### src/rtl/down_counter_4b_cload_if.sv
// Bundles the counter's control inputs and status outputs.
// The timer drives the slave side; the surrounding control logic drives the master side.
interface down_counter_4b_cload_if #(
   parameter int WIDTH = 4
);
   logic             load;
   logic             en;
   logic [WIDTH-1:0] q;
   logic             zero;
   logic             tc;
   logic             done;

   modport master (
      output load,
      output en,
      input  q,
      input  zero,
      input  tc,
      input  done
   );

   modport slave (
      input  load,
      input  en,
      output q,
      output zero,
      output tc,
      output done
   );
endinterface

### src/rtl/down_counter_4b_cload.sv
// Down counter with synchronous constant load, used as an interval/timeout timer.
// At zero it can wrap, reload, or stop and raise a sticky expired flag.
module down_counter_4b_cload #(
   parameter int               WIDTH    = 4,
   parameter logic [WIDTH-1:0] LOAD_VAL = WIDTH'(9),
   parameter int               MODE     = 0
) (
   input logic                    clk,
   input logic                    rst,
   down_counter_4b_cload_if.slave bus
);
   typedef enum logic {
      RUN     = 1'b0,
      EXPIRED = 1'b1
   } state_t;

   localparam logic [WIDTH-1:0] ONE = {{(WIDTH-1){1'b0}}, 1'b1};

   logic [WIDTH-1:0] q_reg;
   logic [WIDTH-1:0] q_next;
   logic             tc_reg;
   logic             tc_next;
   state_t           state_reg;
   state_t           state_next;

   always_ff @(posedge clk or posedge rst) begin
      if (rst) begin
         q_reg     <= '0;
         tc_reg    <= 1'b0;
         state_reg <= RUN;
      end else begin
         q_reg     <= q_next;
         tc_reg    <= tc_next;
         state_reg <= state_next;
      end
   end

   // tc only fires on a decrement from 1, so loads and parking at zero never pulse it.
   always_comb begin
      q_next     = q_reg;
      tc_next    = 1'b0;
      state_next = state_reg;
      if (bus.load) begin
         q_next     = LOAD_VAL;
         state_next = RUN;
      end else if (bus.en) begin
         if (q_reg != '0) begin
            q_next  = q_reg - ONE;
            tc_next = (q_reg == ONE);
         end else if (MODE == 1) begin
            q_next = LOAD_VAL;
         end else if (MODE == 2) begin
            state_next = EXPIRED;
         end else begin
            q_next = '1;
         end
      end
   end

   assign bus.q    = q_reg;
   assign bus.zero = (q_reg == '0);
   assign bus.tc   = tc_reg;
   assign bus.done = (MODE == 2) && (state_reg == EXPIRED);
endmodule
### src/flat_wrapper.sv
// flat-port wrapper written by rule: the top's interface ports become plain ports
module down_counter_4b_cload_flat 
#(
   parameter int               WIDTH    = 4,
   parameter logic [WIDTH-1:0] LOAD_VAL = WIDTH'(9),
   parameter int               MODE     = 0
)
  (clk, rst, bus_load, bus_en, bus_q, bus_zero, bus_tc, bus_done);
  down_counter_4b_cload_if #(.WIDTH(WIDTH)) bus_i ();
  input logic clk;
  input logic rst;
  input wire logic [$bits(bus_i.load)-1:0] bus_load;
  input wire logic [$bits(bus_i.en)-1:0] bus_en;
  output wire logic [$bits(bus_i.q)-1:0] bus_q;
  output wire logic [$bits(bus_i.zero)-1:0] bus_zero;
  output wire logic [$bits(bus_i.tc)-1:0] bus_tc;
  output wire logic [$bits(bus_i.done)-1:0] bus_done;
  assign bus_i.load = bus_load;
  assign bus_i.en = bus_en;
  assign bus_q = bus_i.q;
  assign bus_zero = bus_i.zero;
  assign bus_tc = bus_i.tc;
  assign bus_done = bus_i.done;
  down_counter_4b_cload #(.WIDTH(WIDTH), .LOAD_VAL(LOAD_VAL), .MODE(MODE)) u_core (.clk(clk), .rst(rst), .bus(bus_i));
endmodule
### config.mk
export PLATFORM = sky130hd
export DESIGN_NAME = down_counter_4b_cload_flat
export DESIGN_NICKNAME = d
export VERILOG_FILES = /design/src/rtl/down_counter_4b_cload_if.sv /design/src/rtl/down_counter_4b_cload.sv /design/src/flat_wrapper.sv
export SDC_FILE = /design/constraint.sdc
export NUM_CORES = 1
export LEC_CHECK = 0
export CORE_AREA = 2 2 39 41
export CTS_CLUSTER_DIAMETER = 120
export DETAILED_ROUTE_END_ITERATION = 6
export DIE_AREA = 0 0 41 43
export PLACE_DENSITY = 0.45
export SETUP_SLACK_MARGIN = 0.2
export SLEW_MARGIN = 15
export SYNTH_ARGS = -nofsm -noshare
export SYNTH_HDL_FRONTEND = slang
export SYNTH_SLANG_ARGS = --single-unit
### constraint.sdc
create_clock -name clk -period 1.6 [get_ports clk]
set_clock_uncertainty 0.05 [all_clocks]
set_input_delay 0.24 -clock clk [delete_from_list [all_inputs] [get_ports clk]]
set_output_delay 0.24 -clock clk [all_outputs]
set_load 0.1 [all_outputs]
==> results of run 1 <==
==> cell usage after synthesis <==
cell / n / area share [%]
dfrtp_1: 5 / 45
inv_1: 3 / 4.1
ha_1: 2 / 9.0
nor2_1: 2 / 2.7
o21bai_1: 2 / 5.4
a211oi_1: 1 / 2.7
a21oi_1: 1 / 1.8
and4_1: 1 / 3.2
buf_4: 1 / 2.7
conb_1: 1 / 1.4
nand2_1: 1 / 1.4
nand2b_1: 1 / 2.3
nand3b_1: 1 / 2.7
nor2b_4: 1 / 5.0
nor3_1: 1 / 1.8
nor3b_1: 1 / 2.7
xnor2_1: 1 / 3.2
xor2_1: 1 / 3.2
==> layer usage <==
| metal | vias to the layer above | GRT usage [%] | wire length [um] |
|---|---|---|---|
| met4 | 0 | 14.0 | 19 |
| met3 | 2 | 3.14 | 27 |
| met2 | 6 | 10.9 | 323 |
| met1 | 118 | 10.6 | 263 |
| li1 | 120 | - | - |
| met5 | - | 0 | 0 |
==> layout make-up <==
class                           count  area (um^2)  share of cell area, %
Tap cell                           16         20.0                   3.69
Timing Repair Buffer               14          188                   34.6
Multi-Input combinational cell     18          158                   29.0
Sequential cell                     5          135                   24.9
Inverter                            3         16.3                   3.00
Clock buffer                        4         26.3                   4.84
==> kinds of logic (layout without fill, tap and decap cells) <==
kind of cell,count (synthesis),after routing,share of synthesized area (%)
AOI/OAI and AO/OA,4,4,9.91
xor gates and xnor gates,2,2,6.31
adders and majority gates,2,2,9.01
buffers and inverters,4,21,6.76
DFF,5,5,45.0
other,1,1,1.35
and+or+nand+nor,9,9,21.6
==> power breakdown <==
part           internal [W]  leakage, nW  switching, W
Combinational     0.0000811        0.164      0.000117
Sequential         0.000140       0.0563     0.0000161
Clock             0.0000942       0.0150     0.0000508
Total              0.000315        0.235      0.000184
==> worst paths after layout <==
| check | startpoint | endpoint | slack (ps) | depth (start not counted) |
|---|---|---|---|---|
| min in group clk | bus_load | u_core.bus.q[2] | 590 | 2 |
| min reg2reg | u_core.bus.q[3] | u_core.bus.tc | 610 | 2 |
| min | rst | u_core.bus.tc | 140 | 2 |
| max reg2reg | u_core.bus.q[0] | u_core.bus.q[2] | 400 | 6 |
| max in group asynchronous | rst | u_core.bus.q[0] | 1170 | 2 |
| max | u_core.bus.q[0] | bus_zero | -40 | 4 |
==> metrics by stage <==
step           setup TNS, ps  cell area [um^2]  utilization (%)  power (W)
6_report               -35.5               543             39.2   0.000499
5_1_grt                -99.3               543             39.2   0.000533
4_1_cts                -56.1               536             38.7   0.000504
3_3_place_gp               0               487             35.2   0.000343
2_1_floorplan           -394               317                -   0.000277
3_5_place_dp               0               487             35.2   0.000342
==> worst max-delay path: cells and delay by family, from the launching register on <==
family / cells / cell delay [ps]
flops: 1 / 490
buf+inv: 2 / 270
fa+ha+maj: 1 / 140
simple gates: 1 / 210
==> repair_timing <==
item                                   CTS  global route
gates resized for setup                  0             0
pin swaps                                1             1
setup endpoints to repair                1             1
cloned                                   0             0
buffers inserted                         3             1
endpoints found under the hold margin    0             0
==> impl_metrics.json, run 1 <==
{
  "status": "complete, but fails checks",
  "failed_checks": "setup timing",
  "largest_reg_flops": 4,
  "path_class": "reg2out",
  "yosysUniqueCellTypes": 18,
  "ant_nets": 0,
  "syn_inst": 27,
  "synth_fp_nets": 33,
  "final.fill_count": 146,
  "p_leak_nw": 0.235,
  "slew_violations": 0,
  "rows": 14,
  "worstHoldPathType": "in2async",
  "dr.pass1.iters": 1,
  "max_stage_delay_ps": 490,
  "dieArea_um2": 1760,
  "final_hold_viol_count": 0,
  "dp_cells": 52,
  "vias": 246,
  "antenna_found_initial": 0,
  "htreeDepth": 1,
  "yosys_warnings": 0,
  "netlist_area_um2": 278,
  "postCtsHoldBufs": 0,
  "cts_max_path_buffers": 2,
  "clock.fmax_mhz": 611,
  "grt_max_degree": 6,
  "drc": 0,
  "post-place-ws_ps": 167,
  "worst_setup_path_start_kind": "register",
  "ys_ff_latch": 5,
  "final_common_cell": "buf_12",
  "setup_ws_ps": -35.5,
  "grt_pass1_vias": 217,
  "gp_congestion": 0.773,
  "final_cell_mix": "buf_12, buf_4, clkbuf_4, clkdlybuf4s50_1",
  "period_share_pct": 102,
  "setup_viol": 1,
  "cts_sinks": 5,
  "io_pins": 11,
  "timing.hold.ws_ps": 142,
  "cp.arrival_ps": 1350,
  "overflow": 0,
  "root_buffer": "clkbuf_4",
  "worst-path-max-fanout": 3,
  "cts_tree": "done",
  "area_delta_synth_final_pct": 95.5,
  "syn_area_per_cell_um2": 10.3,
  "powerDensity_nw_per_um2": 919,
  "finalWirelength_um": 634,
  "clock_latency_ps": 240,
  "end_kind": "primary output",
  "rsz0062_at_grt": "true",
  "slowest_stage": "dfrtp_4",
  "first_iter_violations": 0,
  "routedWlPerCell_um": 10.6,
  "cap_violations": 0,
  "clkTransAtPathRegs_ps": 40,
  "die_h_um": 43,
  "crit_chain": "inv_4 -> ha_4 -> nor3b_4 -> buf_12",
  "nets": 51,
  "cts_buffers": 3,
  "required_ps": 1310,
  "ir_drop_uv": 241,
  "io_buffers": 9,
  "min_period_ps": 1640,
  "dieWidth_um": 41,
  "place_hpwl_um": 485,
  "vias_per_cell": 4.10,
  "start_util_pct": 20.1,
  "instances_no_fill": 60,
  "coreArea_um2": 1380,
  "grt_usage_pct": 9.55,
  "grt_pass1_wl_um": 979,
  "yosysSeqAreaShare_pct": 45.0,
  "n_antenna_cell": 0,
  "drive_gt1_share_pct": 52.3
}
(Power assumes the default switching activity.)
==> run 2, diff against run 1 <==
PLACE_DENSITY = default   (was 0.45)
PLACE_DENSITY_LB_ADDON = 0.2   (was default)
==> run 2 against run 1 <==
The run still ends with setup timing left. Sequential share of layout area fell by 0.34 points. Critical path depth did not move. Utilization rose by 0.54 points. Worst hold slack improved by 3.2 ps. Power rose by 0.90%. Wire length rose by 11%. Final area rose by 1.4%. Sequential cell count did not move. Largest cell class unchanged. Largest power group unchanged.
==> impl_metrics.json, run 2 (synthesis gave the netlist of run 1 again) <==
{
  "worstHoldPathType": "in2async",
  "antenna_found_initial": 0,
  "routedWlPerCell_um": 11.5,
  "overflow": 0,
  "cts_sinks": 5,
  "worst_setup_path_start_kind": "register",
  "worst-path-max-fanout": 2,
  "slew_violations": 0,
  "ir_drop_uv": 370,
  "cp.arrival_ps": 1330,
  "grt_pass1_wl_um": 1060,
  "dr.pass1.iters": 4,
  "post_cts_resized": 0,
  "r2r_cells": 6,
  "nets": 52,
  "die_h_um": 43,
  "start_util_pct": 20.1,
  "vias_per_cell": 4.31,
  "vias": 263,
  "area_delta_synth_final_pct": 98.2,
  "p_leak_nw": 0.239,
  "clock_latency_ps": 240,
  "rows": 14,
  "cts_buffers": 3,
  "grt_pass1_vias": 265,
  "drc": 0,
  "place_hpwl_um": 452,
  "first_iter_violations": 2,
  "startpoint": "u_core.bus.q[1]",
  "post-place-ws_ps": 168,
  "reg2reg_to": "u_core.bus.q[3]",
  "setup_viol": 1,
  "timing.rr.start": "u_core.bus.q[0]",
  "slowest_stage": "dfrtp_4",
  "grt_usage_pct": 9.62,
  "io_buffers": 9,
  "coreArea_um2": 1380,
  "finalWirelength_um": 701,
  "io_pins": 11,
  "gp_congestion": 0.780,
  "htreeDepth": 1,
  "cap_violations": 0,
  "ant_nets": 0,
  "final_cell_mix": "buf_12, buf_4, clkbuf_4, clkdlybuf4s50_1",
  "clock.fmax_mhz": 617,
  "cp_top_family": "flip-flops",
  "min_period_ps": 1620,
  "dieWidth_um": 41,
  "cts_tree": "done",
  "cts_max_path_buffers": 2,
  "regToRegSetupSlack_ps": 280,
  "rsz0062_at_grt": "true",
  "max_stage_delay_ps": 480,
  "setup_ws_ps": -19.6,
  "crit_cells": 4,
  "period_share_pct": 101,
  "root_buffer": "clkbuf_4",
  "failed_checks": "setup timing",
  "drive_gt1_share_pct": 53.3,
  "clkTransAtPathRegs_ps": 40,
  "timing.hold.ws_ps": 145,
  "path_class": "reg2out",
  "required_ps": 1310,
  "status": "complete, but fails checks",
  "end_kind": "primary output",
  "crit_buf_inv": 2,
  "crit_chain": "inv_4 -> ha_4 -> nor3b_4 -> buf_12",
  "grt_max_degree": 6,
  "postCtsHoldBufs": 0,
  "largest_reg_flops": 4,
  "dieArea_um2": 1760,
  "n_antenna_cell": 0,
  "powerDensity_nw_per_um2": 915,
  "final_hold_viol_count": 0
}
==> run 2: cell types whose count changed in the layout (fill, tap and decap cells not counted) <==
cell,change
buf_4,+1
==> run 2: where the power goes <==
group          total [W]  leakage, nW  switching [W]  internal [W]
combinational   0.000202        0.168       0.000120     0.0000821
sequential      0.000156       0.0563      0.0000163      0.000140
clock           0.000145       0.0150      0.0000510     0.0000942
total           0.000503        0.239       0.000188      0.000316
==> run 2: area by class of cell <==
class,instances,area (um^2)
Fill cell,142,833
Timing Repair Buffer,15,195
Multi-Input combinational cell,18,158
Inverter,3,16.3
Sequential cell,5,135
Clock buffer,4,26.3
Tap cell,16,20.0
==> run 2: layer usage <==
metal  vias up  track usage, %  share of wire, %
met5         -               0                 0
met4         0            8.00               5.1
met3         4            6.28               6.3
met2        15            12.2                49
met1       122            10.6                40
li1        122               -                 -
==> run 2: worst max-delay path by stage <==
stage               end
3_3_place_gp   bus_zero
6_report       bus_zero
5_1_grt        bus_zero
3_5_place_dp   bus_zero
4_1_cts        bus_zero
2_1_floorplan  bus_zero
==> run 2: worst register-to-register path: stages, from the launching register on <==
cell      delay [ps]
dfrtp_4          430
inv_4             40
ha_4             150
buf_4            130
o21bai_1         150
a21oi_1          160
o21bai_1          90
==> run 2: timing repair <==
item,in CTS,in global routing
setup buffers,4,1
endpoints found under the setup margin,1,1
pin swaps,1,0
==> run 2: through the flow <==
step	instance area [um^2]	power [W]	setup TNS, ps	cells	utilization [%]
floorplan	317	0.000277	-394	27	-
finish	551	0.000503	-19.6	61	39.8
CTS	543	0.000505	-22.6	60	39.2
global placement	487	0.000341	0	52	35.2
detailed placement	487	0.000341	0	52	35.2
global route	551	0.000533	-65.8	61	39.8
==> run 3, diff against run 2 <==
ABC_CLOCK_PERIOD_IN_PS = 1600   (was default)
PLACE_DENSITY_LB_ADDON = 0.12   (was 0.2)
==> run 3 against run 2 <==
Register-to-register slack better by 40 ps. Clock-buffer cell count unchanged. Critical endpoint unchanged. The run still ends with setup timing left. Sequential share of layout area up 0.34 points. Via count down 6.8%. Largest power group unchanged.
==> impl_metrics.json, run 3 (synthesis gave the netlist of run 1 again) <==
{
  "status": "complete, but fails checks",
  "failed_checks": "setup timing",
  "clkPwrFrac_pct": 28.8,
  "end_kind": "primary output",
  "dieArea_um2": 1760,
  "cts_buffers": 3,
  "path_class": "reg2out",
  "worstHoldPathType": "in2async",
  "ir_drop_uv": 687,
  "final_hold_viol_count": 0,
  "final_cell_mix": "buf_12, buf_4, clkbuf_4, clkdlybuf4s50_1",
  "coreArea_um2": 1380,
  "io_pins": 11,
  "die_h_um": 43,
  "setup_viol": 1,
  "final_common_cell": "buf_12",
  "first_iter_violations": 2,
  "final.fill_count": 131,
  "post-place-ws_ps": 166,
  "cts_tree": "done",
  "vias": 245,
  "netSwitchingPower_w": 0.000182,
  "post_cts_resized": 0,
  "rows": 14,
  "setup_ws_ps": -42.5,
  "io_buffers": 9,
  "n_antenna_cell": 0,
  "drc": 0,
  "dr.pass1.iters": 2,
  "period_share_pct": 103,
  "dieWidth_um": 41,
  "grt_pass1_wl_um": 993,
  "antenna_found_initial": 0,
  "drive_gt1_share_pct": 52.3,
  "clock.fmax_mhz": 609,
  "grt_usage_pct": 8.69,
  "place_hpwl_um": 463,
  "post-route-util_pct": 39.2,
  "powerDensity_nw_per_um2": 913,
  "required_ps": 1310,
  "grt_pass1_vias": 250,
  "power_w": 0.000496,
  "min_period_ps": 1640,
  "root_buffer": "clkbuf_4",
  "vias_per_cell": 4.08,
  "cts_max_path_buffers": 2,
  "postCtsHoldBufs": 0,
  "worst-path-max-fanout": 4,
  "cp.arrival_ps": 1350,
  "rsz0062_at_grt": "true",
  "clock_latency_ps": 240,
  "ant_nets": 0,
  "combPwrFrac_pct": 40.0,
  "p_leak_nw": 0.235,
  "routedWlPerCell_um": 10.2,
  "slew_violations": 0,
  "gp_congestion": 0.720,
  "area_delta_synth_final_pct": 95.5,
  "largest_reg_flops": 4,
  "nets": 51,
  "finalWirelength_um": 609,
  "overflow": 0,
  "switching_share_pct": 36.7,
  "seqPwrFrac_pct": 31.2,
  "htreeDepth": 1,
  "worst_setup_path_start_kind": "register",
  "start_util_pct": 20.1,
  "clkTransAtPathRegs_ps": 40,
  "cap_violations": 0,
  "grt_max_degree": 6,
  "cts_sinks": 5,
  "p_int_w": 0.000314,
  "multiInputGateArea_um2": 158,
  "seq_area_um2": 135
}
## run 3: worst max-delay path, cell delays in order (launching register included)
cell and delay (ps):
dfrtp_4 490, inv_4 70, ha_4 140, nor3b_4 210, buf_12 200
## run 3: metal layers
metal,wire [um],up-vias,global-route usage (%)
met2,314,10,13.4
met1,242,116,9.18
met3,52,0,6.28
li1,-,119,-
met5,0,-,0
met4,0,0,2.00
## run 3: area by class of cell
cell class	count	area share (%)
Tap cell	16	3.69
Multi-Input combinational cell	18	29.0
Timing Repair Buffer	14	34.6
Clock buffer	4	4.84
Sequential cell	5	24.9
Inverter	3	3.00
## run 3: worst paths after layout
check	from	to	slack [ps]	cells after the start
max in group asynchronous	rst	u_core.bus.q[1]	1170	2
setup reg to reg	u_core.bus.q[0]	u_core.bus.q[3]	320	6
hold reg to reg	u_core.bus.q[3]	u_core.bus.tc	590	2
min in group clk	u_core.bus.q[3]	u_core.bus.tc	590	2
setup / recovery	u_core.bus.q[0]	bus_zero	-40	4
hold / removal	rst	u_core.bus.tc	140	2
## run 3: power by group through the flow
| stage | logic [W] | registers, W | clock network [W] |
|---|---|---|---|
| after global placement | 0.000178 | 0.000163 | 0 |
| after floorplan | 0.0000568 | 0.000220 | 0 |
| after global routing | 0.000208 | 0.000156 | 0.000159 |
| after CTS | 0.000195 | 0.000155 | 0.000150 |
| after detailed placement | 0.000178 | 0.000164 | 0 |
| final | 0.000198 | 0.000155 | 0.000143 |
## run 3: repair_timing
action	CTS	global route
endpoints found under the hold margin	0	0
setup endpoints to repair	1	1
buffers inserted	3	1
pin swaps	1	1
## run 3: metrics by stage
| step | std cells | hold slack (ps) | TNS (ps) | instance area [um^2] |
|---|---|---|---|---|
| floorplan | 27 | -31.6 | -394 | 317 |
| global placement | 52 | 395 | 0 | 487 |
| detailed placement | 52 | 402 | 0 | 487 |
| CTS | 59 | 142 | -41.9 | 536 |
| global route | 60 | 177 | -95.9 | 543 |
| finish | 60 | 142 | -42.5 | 543 |
